**src/rtl/hs_sync_receiver.sv**
```systemverilog
// hs_sync_receiver: 4-phase dreq/dack receiver with dreq synchroniser, capture FIFO and valid/ready output; HS_TIMEOUT_EN adds a sticky WAIT_LOW timeout flag
module hs_sync_receiver #(
    parameter int data_width  = 3,
    parameter int DEPTH       = 2,
    parameter int SYNC_STAGES = 2
`ifdef HS_TIMEOUT_EN
    , parameter int TIMEOUT_CYCLES = 255
`endif
) (
    input  logic                  clk,
    input  logic                  rst_n,
    input  logic                  dreq_in,
    input  logic [data_width-1:0] data_in,
    output logic                  dack_out,
    output logic                  out_valid,
    output logic [data_width-1:0] out_data,
    input  logic                  out_ready
`ifdef HS_TIMEOUT_EN
    , output logic                hs_timeout
`endif
);
    localparam int PW = DEPTH > 1 ? $clog2(DEPTH) : 1;
    localparam int CW = $clog2(DEPTH + 1);
    localparam logic [PW-1:0] LAST = PW'(DEPTH - 1);
    localparam logic [CW-1:0] FULL = CW'(DEPTH);

    typedef enum logic [1:0] {IDLE, CAPTURE, WAIT_LOW} state_t;

    state_t                state_q, state_d;
    logic [SYNC_STAGES-1:0] sync_q;
    logic                  req_s, full, wr_en, rd_en, dack_q, dack_d;
    logic [PW-1:0]         wr_q, rd_q;
    logic [CW-1:0]         count_q, count_d;
    logic [data_width-1:0] mem_q [DEPTH];

    assign req_s     = sync_q[SYNC_STAGES-1];
    assign full      = count_q == FULL;
    assign out_valid = count_q != '0;
    assign rd_en     = out_valid && out_ready;
    assign out_data  = mem_q[rd_q];
    assign dack_out  = dack_q;
    assign count_d   = count_q + CW'(wr_en) - CW'(rd_en);

    // dreq_in synchroniser; the only place dreq_in is sampled
    always_ff @(posedge clk or negedge rst_n) begin
        if (!rst_n) sync_q <= '0;
        else        sync_q <= {sync_q[SYNC_STAGES-2:0], dreq_in};
    end

    // FSM state and registered acknowledge
    always_ff @(posedge clk or negedge rst_n) begin
        if (!rst_n) begin
            state_q <= IDLE;
            dack_q  <= 1'b0;
        end else begin
            state_q <= state_d;
            dack_q  <= dack_d;
        end
    end

    // next state: capture only when the registered count says there is room
    always_comb begin
        state_d = state_q;
        case (state_q)
            IDLE:     state_d = req_s && !full ? CAPTURE : IDLE;
            CAPTURE:  state_d = WAIT_LOW;
            WAIT_LOW: state_d = req_s ? WAIT_LOW : IDLE;
            default:  state_d = IDLE;
        endcase
    end

    // outputs: the IDLE->CAPTURE edge writes the word and raises dack together
    always_comb begin
        wr_en  = state_q == IDLE && state_d == CAPTURE;
        dack_d = state_d != IDLE;
    end

    // circular FIFO storage, pointers and occupancy
    always_ff @(posedge clk or negedge rst_n) begin
        if (!rst_n) begin
            for (int i = 0; i < DEPTH; i++) mem_q[i] <= '0;
            wr_q    <= '0;
            rd_q    <= '0;
            count_q <= '0;
        end else begin
            if (wr_en) begin
                mem_q[wr_q] <= data_in;
                wr_q        <= wr_q == LAST ? '0 : wr_q + 1'b1;
            end
            if (rd_en) rd_q <= rd_q == LAST ? '0 : rd_q + 1'b1;
            count_q <= count_d;
        end
    end

`ifdef HS_TIMEOUT_EN
    localparam int TW = $clog2(TIMEOUT_CYCLES + 1);
    localparam logic [TW-1:0] TMAX = TW'(TIMEOUT_CYCLES);

    logic [TW-1:0] tmo_q, tmo_d;
    logic          flag_q;

    assign tmo_d      = state_q != WAIT_LOW ? '0 : tmo_q == TMAX ? tmo_q : tmo_q + 1'b1;
    assign hs_timeout = flag_q;

    // WAIT_LOW dwell counter and sticky timeout flag
    always_ff @(posedge clk or negedge rst_n) begin
        if (!rst_n) begin
            tmo_q  <= '0;
            flag_q <= 1'b0;
        end else begin
            tmo_q  <= tmo_d;
            flag_q <= flag_q | (tmo_d == TMAX);
        end
    end
`endif
endmodule

```
**config.mk**
```make
export PLATFORM = sky130hd
export DESIGN_NAME = hs_sync_receiver
export DESIGN_NICKNAME = d
export VERILOG_FILES = /design/src/rtl/hs_sync_receiver.sv
export SDC_FILE = /design/constraint.sdc
export NUM_CORES = 1
export LEC_CHECK = 0
export ABC_AREA = 0
export CAP_MARGIN = 25
export CORE_AREA = 2 2 39 41
export CTS_BUF_LIST = sky130_fd_sc_hd__clkbuf_8
export CTS_CLUSTER_SIZE = 14
export DETAILED_ROUTE_END_ITERATION = 12
export DIE_AREA = 0 0 41 43
export GPL_TIMING_DRIVEN = 0
export PLACE_DENSITY = 0.74
export SETUP_SLACK_MARGIN = 0.2
export SYNTH_ARGS = -nofsm -noshare
export SYNTH_HDL_FRONTEND = slang
export SYNTH_SLANG_ARGS = --single-unit
export TNS_END_PERCENT = 20
```
**constraint.sdc**
```tcl
create_clock -name clk -period 3.9 [get_ports clk]
set_input_delay 1.17 -clock clk [delete_from_list [all_inputs] [get_ports clk]]
set_output_delay 1.17 -clock clk [all_outputs]
set_load 0.02 [all_outputs]
```
## Word-level counts from Yosys, hierarchy flattened

Cells that the tools add are included.

- Register bits after elaboration: 15
- Bits in latches: 0
- Bits in writable memories: 0
- Memory bits (read-only): 0
- Input port bits: 7
- Output and inout bits: 5
- Logic and storage cells: 40
- Memories kept: 0

- $add $sub $neg: 4
- Multipliers: 0
- Div/mod/pow operators: 0
- Order comparisons: 3
- Equal/unequal tests: 4
- Shift-type cells: 0
- Multiplexer cells: 11
- Bitwise gates (word level): 2
- Reductions and logical operators: 8

Operators by type and width:

| kind | count |
|---|---|
| 3-bit two-way mux | 4 |
| 6-bit bitwise mux | 1 |
| 2-bit one-hot mux with 3 select lines | 1 |
| 2-bit by 1-bit equality test with 1-bit output, second input constant | 2 |
| 2-bit equality test, second input constant | 2 |
| 2-bit >= comparator, second input constant | 2 |
| 1-bit logical AND | 4 |
| 1-bit NOT with 2-bit output | 2 |
| 2-bit nonzero test | 2 |
| 3-bit demux with 1-bit select | 1 |
| 1-bit two-way mux | 3 |
| 1-bit adder, second input constant | 2 |
| 2-bit by 1-bit adder with 2-bit output | 1 |
| 2-bit logical NOT | 1 |
| 2-bit by 1-bit < comparator with 1-bit output, second input constant | 1 |
| 2-bit two-way mux | 1 |
| 2-bit by 1-bit subtractor with 2-bit output | 1 |
| 1-bit logical NOT | 1 |

## Longest topological paths before layout

Gate-level depths: netlist of the first run.

- Depth in word-level cells: 9
- Depth in mapped cells: 7
- Depth with buffers taken out: 7

## Least setup slack after synthesis of the first run

Ideal clock, no wire load.

- Path kind: in2reg
- From: in out_ready
- To: reg count_q[1]
- Library setup time: 0.123 ns
- Data arrival time: 2.003 ns
- Required time: 3.777 ns
- Path slack: 1.774 ns
- Stages on the path: 6
- Path buffers: 0
- Cell sequence: and2_4 > ha_1 > inv_1 > ha_1 > xnor2_1 > xnor2_1

- Longest elaborated chain between the ends: 2

RTL lines:

| item | RTL line | RTL |
|---|---|---|
| start: declaration | 17 | `input logic out_ready` |
| 1-bit logical AND | 39 | `assign rd_en = out_valid && out_ready;` |
| 2-bit by 1-bit subtractor with 2-bit output | 42 | `assign count_d = count_q + CW'(wr_en) - CW'(rd_en);` |
| net count_d[1] | 33 | `logic [CW-1:0] count_q, count_d;` |
| end signal: assignment | 91 | `count_q <= count_d;` |
| end: declaration | 33 |  |

The timed path passes the listed nets, and every way through them passes these cells.
A chain may end at the register's enable or synchronous reset.

## Worst setup path after layout of the first run

- From: reg rd_q
- To: out out_data[1]

- Longest elaborated chain between the ends: 4

RTL lines:

| item | RTL line | RTL |
|---|---|---|
| start: declaration | 32 | `logic [PW-1:0] wr_q, rd_q;` |
| start signal: assignment | 90 | `if (rd_en) rd_q <= rd_q == LAST ? '0 : rd_q + 1'b1;` |
| 1-bit NOT with 2-bit output (not written as such) | 40 | `assign out_data = mem_q[rd_q];` |
| 3-bit two-way mux (not written as such) (3 in series) | 40 |  |
| end: declaration | 16 | `output logic [data_width-1:0] out_data,` |

No other way between the ends. The select of a mux whose other input is x is not followed.

==> results.cfg, run 1 <==
[run_status]
status = complete, no violations

[finish]
fin_nets = 69
diodes = 0
stdcell_count = 75
syn_to_final_growth_pct = 27.9
nFillCells = 128
drive_gt1_frac = 0.271
final_area_um2 = 802

[setup_path]
required_ps = 2730
crit_path_end_kind = output pin
path_max_fanout = 4
critPathKind = flop to output pin
setup.worst_path.start_class = flop
worstPathArrival_ps = 1570

[floorplanning]
dieArea_um2 = 1760
die_y_um = 43
start_util = 0.453
fp.dieW_um = 41
coreArea_um2 = 1380
ios = 12
fp-row-count = 14

[sta]
worstMarginPinSlew_ps = 660
tns_ps = 0
finalSetupViolCount = 0
rsz0062_at_grt = false
fin_skew_ps = 1.81
max_freq_mhz = 365
min_period_ps = 2740
hold_violations = 0
relSlewSlack = 0.558
drv_slew = 0
post-route-period-util = 0.702

[detailed_routing]
wire_per_inst_um = 12.1
drt_iter0_drc = 0
wirelength_um = 906
vias = 372
first_pass_iters = 1
detail_route.drc_violations = 0
ant_nets = 0
post_drt_via_cell_ratio = 4.96

[grt]
grt_start_max_net_pins = 16
grt_pass1_vias = 351
grt_pass1_wl_um = 1500
grt_overflow = 0
track_usage = 0.133
antenna_found_initial = 0

[synthesis]
synthTopCellsByArea = dfrtp_1, mux2_2, xnor2_1
ys_types = 16
ys_ff_latch = 15
synth.top_cell.area_share = 0.599
syn-num-nets = 53
synth_seq_area_share = 0.599
syn_inst = 44
syn_area_um2 = 627
ys.warnings.count = 0
postSynthAreaPerCell_um2 = 14.2
yosysTopAreaCell = dfrtp_1

[clock_network]
cts_made_buffers = 3
clock-sinks = 15
hold_buffers = 0
h-tree-depth = 1
clkLatencyLatePin_ps = 240
cts_setup_buffers = 0
cts.clk_slew.worst_paths_ps = 60
cts.repair.resized = 0
ctsLongestPathBuffers = 2
cts_tree = done
cts_root_buf = clkbuf_8

[run]
maxCapViolations = 0

[place]
io_buffers = 11
placed_cell_area_um2 = 757
routabilityCongestion = 0.688
place_inst = 71

[worst_hold_path]
hold_path.class = flop to flop

[power]
ir_worst_vdd_mv = 0.380
power.total_mw = 0.698
power_leakage_nw = 0.365
power_density_nw_per_um2 = 871
[sequential cells by signal, indices dropped and copies added (netlist names)]
name,flops
mem_q,6
state_q,2
wr_q,1
dack_out,1
count_q,2
rd_q,1
sync_q,2
[metrics by stage]
stage	hold slack, ps	utilization	setup slack (ps)
2_1_floorplan	331	-	1770
3_3_place_gp	333	0.547	1330
3_5_place_dp	346	0.547	1320
4_1_cts	356	0.580	1150
5_1_grt	361	0.580	1110
6_report	351	0.580	1160
[worst max-delay path, cell delays in order, from the launching register on]
cell and delay, ps:
dfrtp_1 430, mux2_2 360, clkdlybuf4s50_1 530
[cells by family (layout without fill, tap and decap cells)]
kind of cell / Yosys count / after routing / share of synthesized area
and+or+nand+nor: 9 / 9 / 0.104
muxes: 10 / 10 / 0.178
DFF: 15 / 15 / 0.599
adders and majority gates: 2 / 2 / 0.0399
xor gates and xnor gates: 4 / 4 / 0.0559
buffers and inverters: 4 / 19 / 0.0239
[layer usage]
layer  GRT usage  wire (um)  up-vias
met5           0          0        -
met4      0.0600         18        0
met3      0.0471         40        2
met2       0.197        457       10
met1       0.169        390      181
li1            -          -      179
[where the power goes]
| group | internal (mW) | switching (mW) |
|---|---|---|
| Sequential | 0.227 | 0.0464 |
| Clock | 0.0695 | 0.0505 |
| Combinational | 0.176 | 0.129 |
[synthesized netlist by cell type, drive strengths merged]
cell,number
and2,1
dfrtp,15
ha,2
inv,4
mux2,9
mux2i,1
nand2,1
nand2b,2
nand3,1
nand4,1
nand4b,1
nor2,1
or2,1
xnor2,3
xor2,1
[cell type report]
class,count,area (um2),area share
clock buffer,3,41.3,0.0515
clock inverter,1,3.75,0.00468
inverter,4,15.0,0.0187
multi-input combinational,25,236,0.295
sequential,15,375,0.468
tap,16,20.0,0.0250
timing repair buffer,11,110,0.137
[worst paths after layout]
check                                      from                    to  slack (ps)  cells after the start
hold / removal              sync_q[0]$_DFF_PN0_   sync_q[1]$_DFF_PN0_         350                      0
max in group asynchronous                 rst_n   sync_q[0]$_DFF_PN0_        2150                      1
min in group asynchronous                 rst_n  mem_q[5]$_DFFE_PN0P_        1330                      1
hold reg to reg             sync_q[0]$_DFF_PN0_   sync_q[1]$_DFF_PN0_         350                      0
setup / recovery               rd_q$_DFFE_PN0P_           out_data[1]        1160                      2
setup reg to reg           count_q[1]$_DFF_PN0_  count_q[1]$_DFF_PN0_        2180                      7
[layout by cell type (no fill, tap or decap)]
cell type and instances:
mux2i_1 1, inv_1 5, xnor2_1 3, nand4b_1 1
or2_2 1, nor2_4 1, dfrtp_1 15, clkdlybuf4s50_1 11
ha_1 2, nand2_1 1, nand2b_1 1, nand4_1 1
and2_4 1, clkbuf_8 3, mux2_2 9, xor2_1 1
nand3_1 1, nand2b_2 1
No activity file was read; power rests on OpenSTA's default activity.
==> run 2: changes to the inputs <==
CORE_AREA = default   (was 2 2 39 41)
CORE_UTILIZATION = 46   (was default)
DIE_AREA = default   (was 0 0 41 43)
PLACE_DENSITY = 0.76   (was 0.74)
clock period = 2.31 ns   (was 3.9 ns; I/O delays follow)
==> results.cfg, run 2 (synthesized netlist as in run 1, its figures left out) <==
[run_status]
status = complete, no violations

[place]
io_buffers = 11
routabilityCongestion = 0.621
pre_cts_ws_ps = 205

[floorplanning]
start_util = 0.528
dieArea_um2 = 1510
fp.dieW_um = 38.9
coreArea_um2 = 1190
ios = 12
fp-row-count = 12
die_y_um = 38.9

[power]
power_leakage_nw = 0.371
p_sw_mw = 0.394
ir_worst_vdd_mv = 0.829
power.total_mw = 1.18
p_comb_frac = 0.432
intPower_mw = 0.789
swShare = 0.333
seq_power_share = 0.392
power_density_nw_per_um2 = 1470
clkPwrFrac = 0.176

[clock_network]
ctsLongestPathBuffers = 2
hold_buffers = 0
cts_tree = done
clock-sinks = 15
h-tree-depth = 1
cts_setup_buffers = 0
cts.clk_slew.worst_paths_ps = 60
cts_made_buffers = 3
clkLatencyLatePin_ps = 240
cts_root_buf = clkbuf_8

[finish]
layout_common_cells = dfrtp_1, mux2_2, clkdlybuf4s50_1
largest_reg_flops = 6
drive_gt1_frac = 0.288
syn_to_final_growth_pct = 28.3
final_core_util = 0.678
layout_commonest_cell = dfrtp_1
largest-register = mem_q
diodes = 0
fin_nets = 69

[setup_path]
path_max_fanout = 4
rr_startpoint = count_q[1]$_DFF_PN0_
worstSetupStartpoint = rd_q$_DFFE_PN0P_
required_ps = 1620
r2r_end = count_q[1]$_DFF_PN0_
worstPathArrival_ps = 1550
critPathKind = flop to output pin
cpMaxStageDelayCell = clkdlybuf4s50_1
crit_path_end_kind = output pin
worstSetupEndpoint = out_data[1]
reg2reg_depth = 7
setup.worst_path.start_class = flop
worstPathCellList = mux2_2, clkdlybuf4s50_1
reg2reg_setup_slack_ps = 560
slowest_delay_ps = 540

[grt]
track_usage = 0.171
grt_pass1_vias = 381
grt_pass1_wl_um = 1650
grt_start_max_net_pins = 16
antenna_found_initial = 0
grt_overflow = 0

[detailed_routing]
detail_route.drc_violations = 0
ant_nets = 0
post_drt_via_cell_ratio = 4.95
first_pass_iters = 2
drt_iter0_drc = 1
wirelength_um = 925
wire_per_inst_um = 12.7
vias = 361

[run]
maxCapViolations = 0

[sta]
tns_ps = 0
timing.hold.ws_ps = 348
rsz0062_at_grt = true
hold_violations = 0
relSlewSlack = 0.582
drv_slew = 0
worstMarginPinSlew_ps = 625
post-route-period-util = 0.971
finalSetupViolCount = 0
fin_skew_ps = 1.67
max_freq_mhz = 446
fin_ws_ps = 67.8
min_period_ps = 2240

[worst_hold_path]
hold_path.class = flop to flop
==> run 2: changes by cell type in the layout (fill, tap and decap cells not counted), sizes merged <==
| cell | change |
|---|---|
| dlygate4sd2 | +1 |
| clkinvlp | +1 |
| dlymetal6s2s | +1 |
| clkdlybuf4s50 | -2 |
| inv | -1 |
==> run 2: power groups by stage <==
stage	clock network (mW)	registers (mW)	logic, mW
5_1_grt	0.223	0.482	0.564
3_3_place_gp	0	0.460	0.507
6_report	0.208	0.463	0.512
3_5_place_dp	0	0.468	0.530
4_1_cts	0.216	0.464	0.525
2_1_floorplan	0	0.461	0.349
==> run 2: how the worst min path moves through the flow <==
| stage | end | slack, ps | cells after the start | start |
|---|---|---|---|---|
| 3_5_place_dp | sync_q[1]$_DFF_PN0_ | 340 | 0 | sync_q[0]$_DFF_PN0_ |
| 4_1_cts | sync_q[1]$_DFF_PN0_ | 350 | 0 | sync_q[0]$_DFF_PN0_ |
| 3_3_place_gp | sync_q[1]$_DFF_PN0_ | 330 | 0 | sync_q[0]$_DFF_PN0_ |
| 2_1_floorplan | sync_q[1]$_DFF_PN0_ | 330 | 0 | sync_q[0]$_DFF_PN0_ |
| 5_1_grt | sync_q[1]$_DFF_PN0_ | 360 | 0 | sync_q[0]$_DFF_PN0_ |
| 6_report | sync_q[1]$_DFF_PN0_ | 350 | 0 | sync_q[0]$_DFF_PN0_ |
==> run 2: routing by layer <==
metal	GRT usage	wire, um	up-vias
met5	0	0	-
met4	0.0776	7	0
met3	0.0520	44	2
met2	0.279	463	10
met1	0.204	409	175
li1	-	-	174
==> run 2: cell type report <==
type                       instances  area (um2)
tap                               14        17.5
sequential                        15         375
clock inverter                     1        7.51
multi-input combinational         25         236
timing repair buffer              11         111
fill                              83         382
clock buffer                       3        41.3
inverter                           4        15.0
==> run 2: critical path: cells and delay by family, from the launching register on <==
kind	cells	cell delay, ps
flops	1	420
mux	1	350
buf+inv	1	540
==> run 2: what timing repair did <==
item	4_1_cts	5_1_grt
endpoints found under the setup margin	4	3
pin swaps	0	0
resized for setup	1	1
==> run 2: through the flow <==
stage	std cells	instance area, um2
3_5_place_dp	69	754
4_1_cts	73	802
6_report	73	805
3_3_place_gp	69	754
2_1_floorplan	44	627
5_1_grt	73	805
==> run 3: changes to the inputs <==
CELL_PAD_IN_SITES_DETAIL_PLACEMENT = 0   (was default)
CELL_PAD_IN_SITES_GLOBAL_PLACEMENT = 2   (was default)
CORE_UTILIZATION = 32   (was 46)
==> results.cfg, run 3 (synthesized netlist as in run 1, its figures left out) <==
[run_status]
status = complete, no violations

[floorplanning]
coreArea_um2 = 1780
ios = 12
die_y_um = 46.3
fp-row-count = 15
fp.dieW_um = 46.3
dieArea_um2 = 2140
start_util = 0.352

[detailed_routing]
first_pass_iters = 3
post_drt_via_cell_ratio = 4.33
wirelength_um = 907
wire_per_inst_um = 10.8
ant_nets = 0
vias = 364
drt_iter0_drc = 4
detail_route.drc_violations = 0

[clock_network]
h-tree-depth = 1
cts_root_buf = clkbuf_8
cts.repair.resized = 2
cts_made_buffers = 3
cts_setup_buffers = 0
cts_tree = done
clkLatencyLatePin_ps = 240
hold_buffers = 0
clock-sinks = 15
cts.clk_slew.worst_paths_ps = 60
ctsLongestPathBuffers = 2

[worst_hold_path]
hold_path.class = flop to flop
hp-start = sync_q[0]$_DFF_PN0_
whs_path_depth = 0

[setup_path]
setup.worst_path.start_class = flop
worstSetupStartpoint = rd_q$_DFFE_PN0P_
rr_startpoint = count_q[1]$_DFF_PN0_
critPathKind = flop to output pin
reg2reg_depth = 7
worstPathArrival_ps = 1530
required_ps = 1620
crit_path_end_kind = output pin
path_max_fanout = 4

[sta]
relSlewSlack = 0.563
min_period_ps = 2220
max_freq_mhz = 450
rsz0062_at_grt = true
fin_skew_ps = 1.09
timing.hold.ws_ps = 352
post-route-period-util = 0.962
fin_ws_ps = 87.1
worstMarginPinSlew_ps = 654
hold_violations = 0
drv_slew = 0
tns_ps = 0
finalSetupViolCount = 0

[grt]
grt_pass1_vias = 349
antenna_found_initial = 0
grt_start_max_net_pins = 16
grt_overflow = 0
track_usage = 0.113
grt_pass1_wl_um = 1520

[finish]
largest-register = mem_q
fin_nets = 69
layout_common_cells = dfrtp_1, mux2_2, clkdlybuf4s50_1
drive_gt1_frac = 0.288
diodes = 0
final_area_um2 = 816
syn_to_final_growth_pct = 30.1
stdcell_count = 84
largest_reg_flops = 6
final_core_util = 0.458
layout_commonest_cell = dfrtp_1

[place]
pre_cts_ws_ps = 205
routabilityCongestion = 0.641
placed_cell_area_um2 = 768
place_inst = 80
dpl.hpwl_um = 666
io_buffers = 11

[power]
swShare = 0.326
p_comb_frac = 0.426
power_leakage_nw = 0.375
ir_worst_vdd_mv = 0.589
power.total_mw = 1.17
p_sw_mw = 0.380
intPower_mw = 0.787
power_density_nw_per_um2 = 1430
seq_power_share = 0.400
clkPwrFrac = 0.174

[run]
maxCapViolations = 0
==> run 3: power by group through the flow <==
| stage | logic, mW | registers, mW | clock network [mW] |
|---|---|---|---|
| 2_1_floorplan | 0.349 | 0.461 | 0 |
| 3_3_place_gp | 0.512 | 0.469 | 0 |
| 3_5_place_dp | 0.520 | 0.469 | 0 |
| 4_1_cts | 0.510 | 0.469 | 0.213 |
| 5_1_grt | 0.556 | 0.484 | 0.224 |
| 6_report | 0.497 | 0.467 | 0.203 |
==> run 3: routing by layer <==
metal,vias to the layer above,part of all wire,track usage
li1,179,-,-
met1,173,0.51,0.147
met2,12,0.43,0.144
met3,0,0.063,0.0824
met4,0,0,0.0353
met5,-,0,0
==> run 3: worst paths after layout <==
path                                        endpoint  slack (ps)
min in group asynchronous       state_q[0]$_DFF_PN0_         850
worst min register to register   sync_q[1]$_DFF_PN0_         350
worst max register to register  count_q[1]$_DFF_PN0_         580
max in group asynchronous           rd_q$_DFFE_PN0P_        1000
worst min-delay path             sync_q[1]$_DFF_PN0_         350
worst max-delay path                     out_data[2]          90
==> run 3: worst max-delay path: stages, from the launching register on <==
cell             delay (ps)
dfrtp_2                 410
mux2_2                  340
clkdlybuf4s50_1         530
==> run 3: layout make-up <==
| cell class | count | area [um2] |
|---|---|---|
| clock buffer | 3 | 41.3 |
| clock inverter | 1 | 3.75 |
| fill | 170 | 967 |
| inverter | 4 | 15.0 |
| multi-input combinational | 25 | 236 |
| sequential | 15 | 377 |
| tap | 25 | 31.3 |
| timing repair buffer | 11 | 111 |
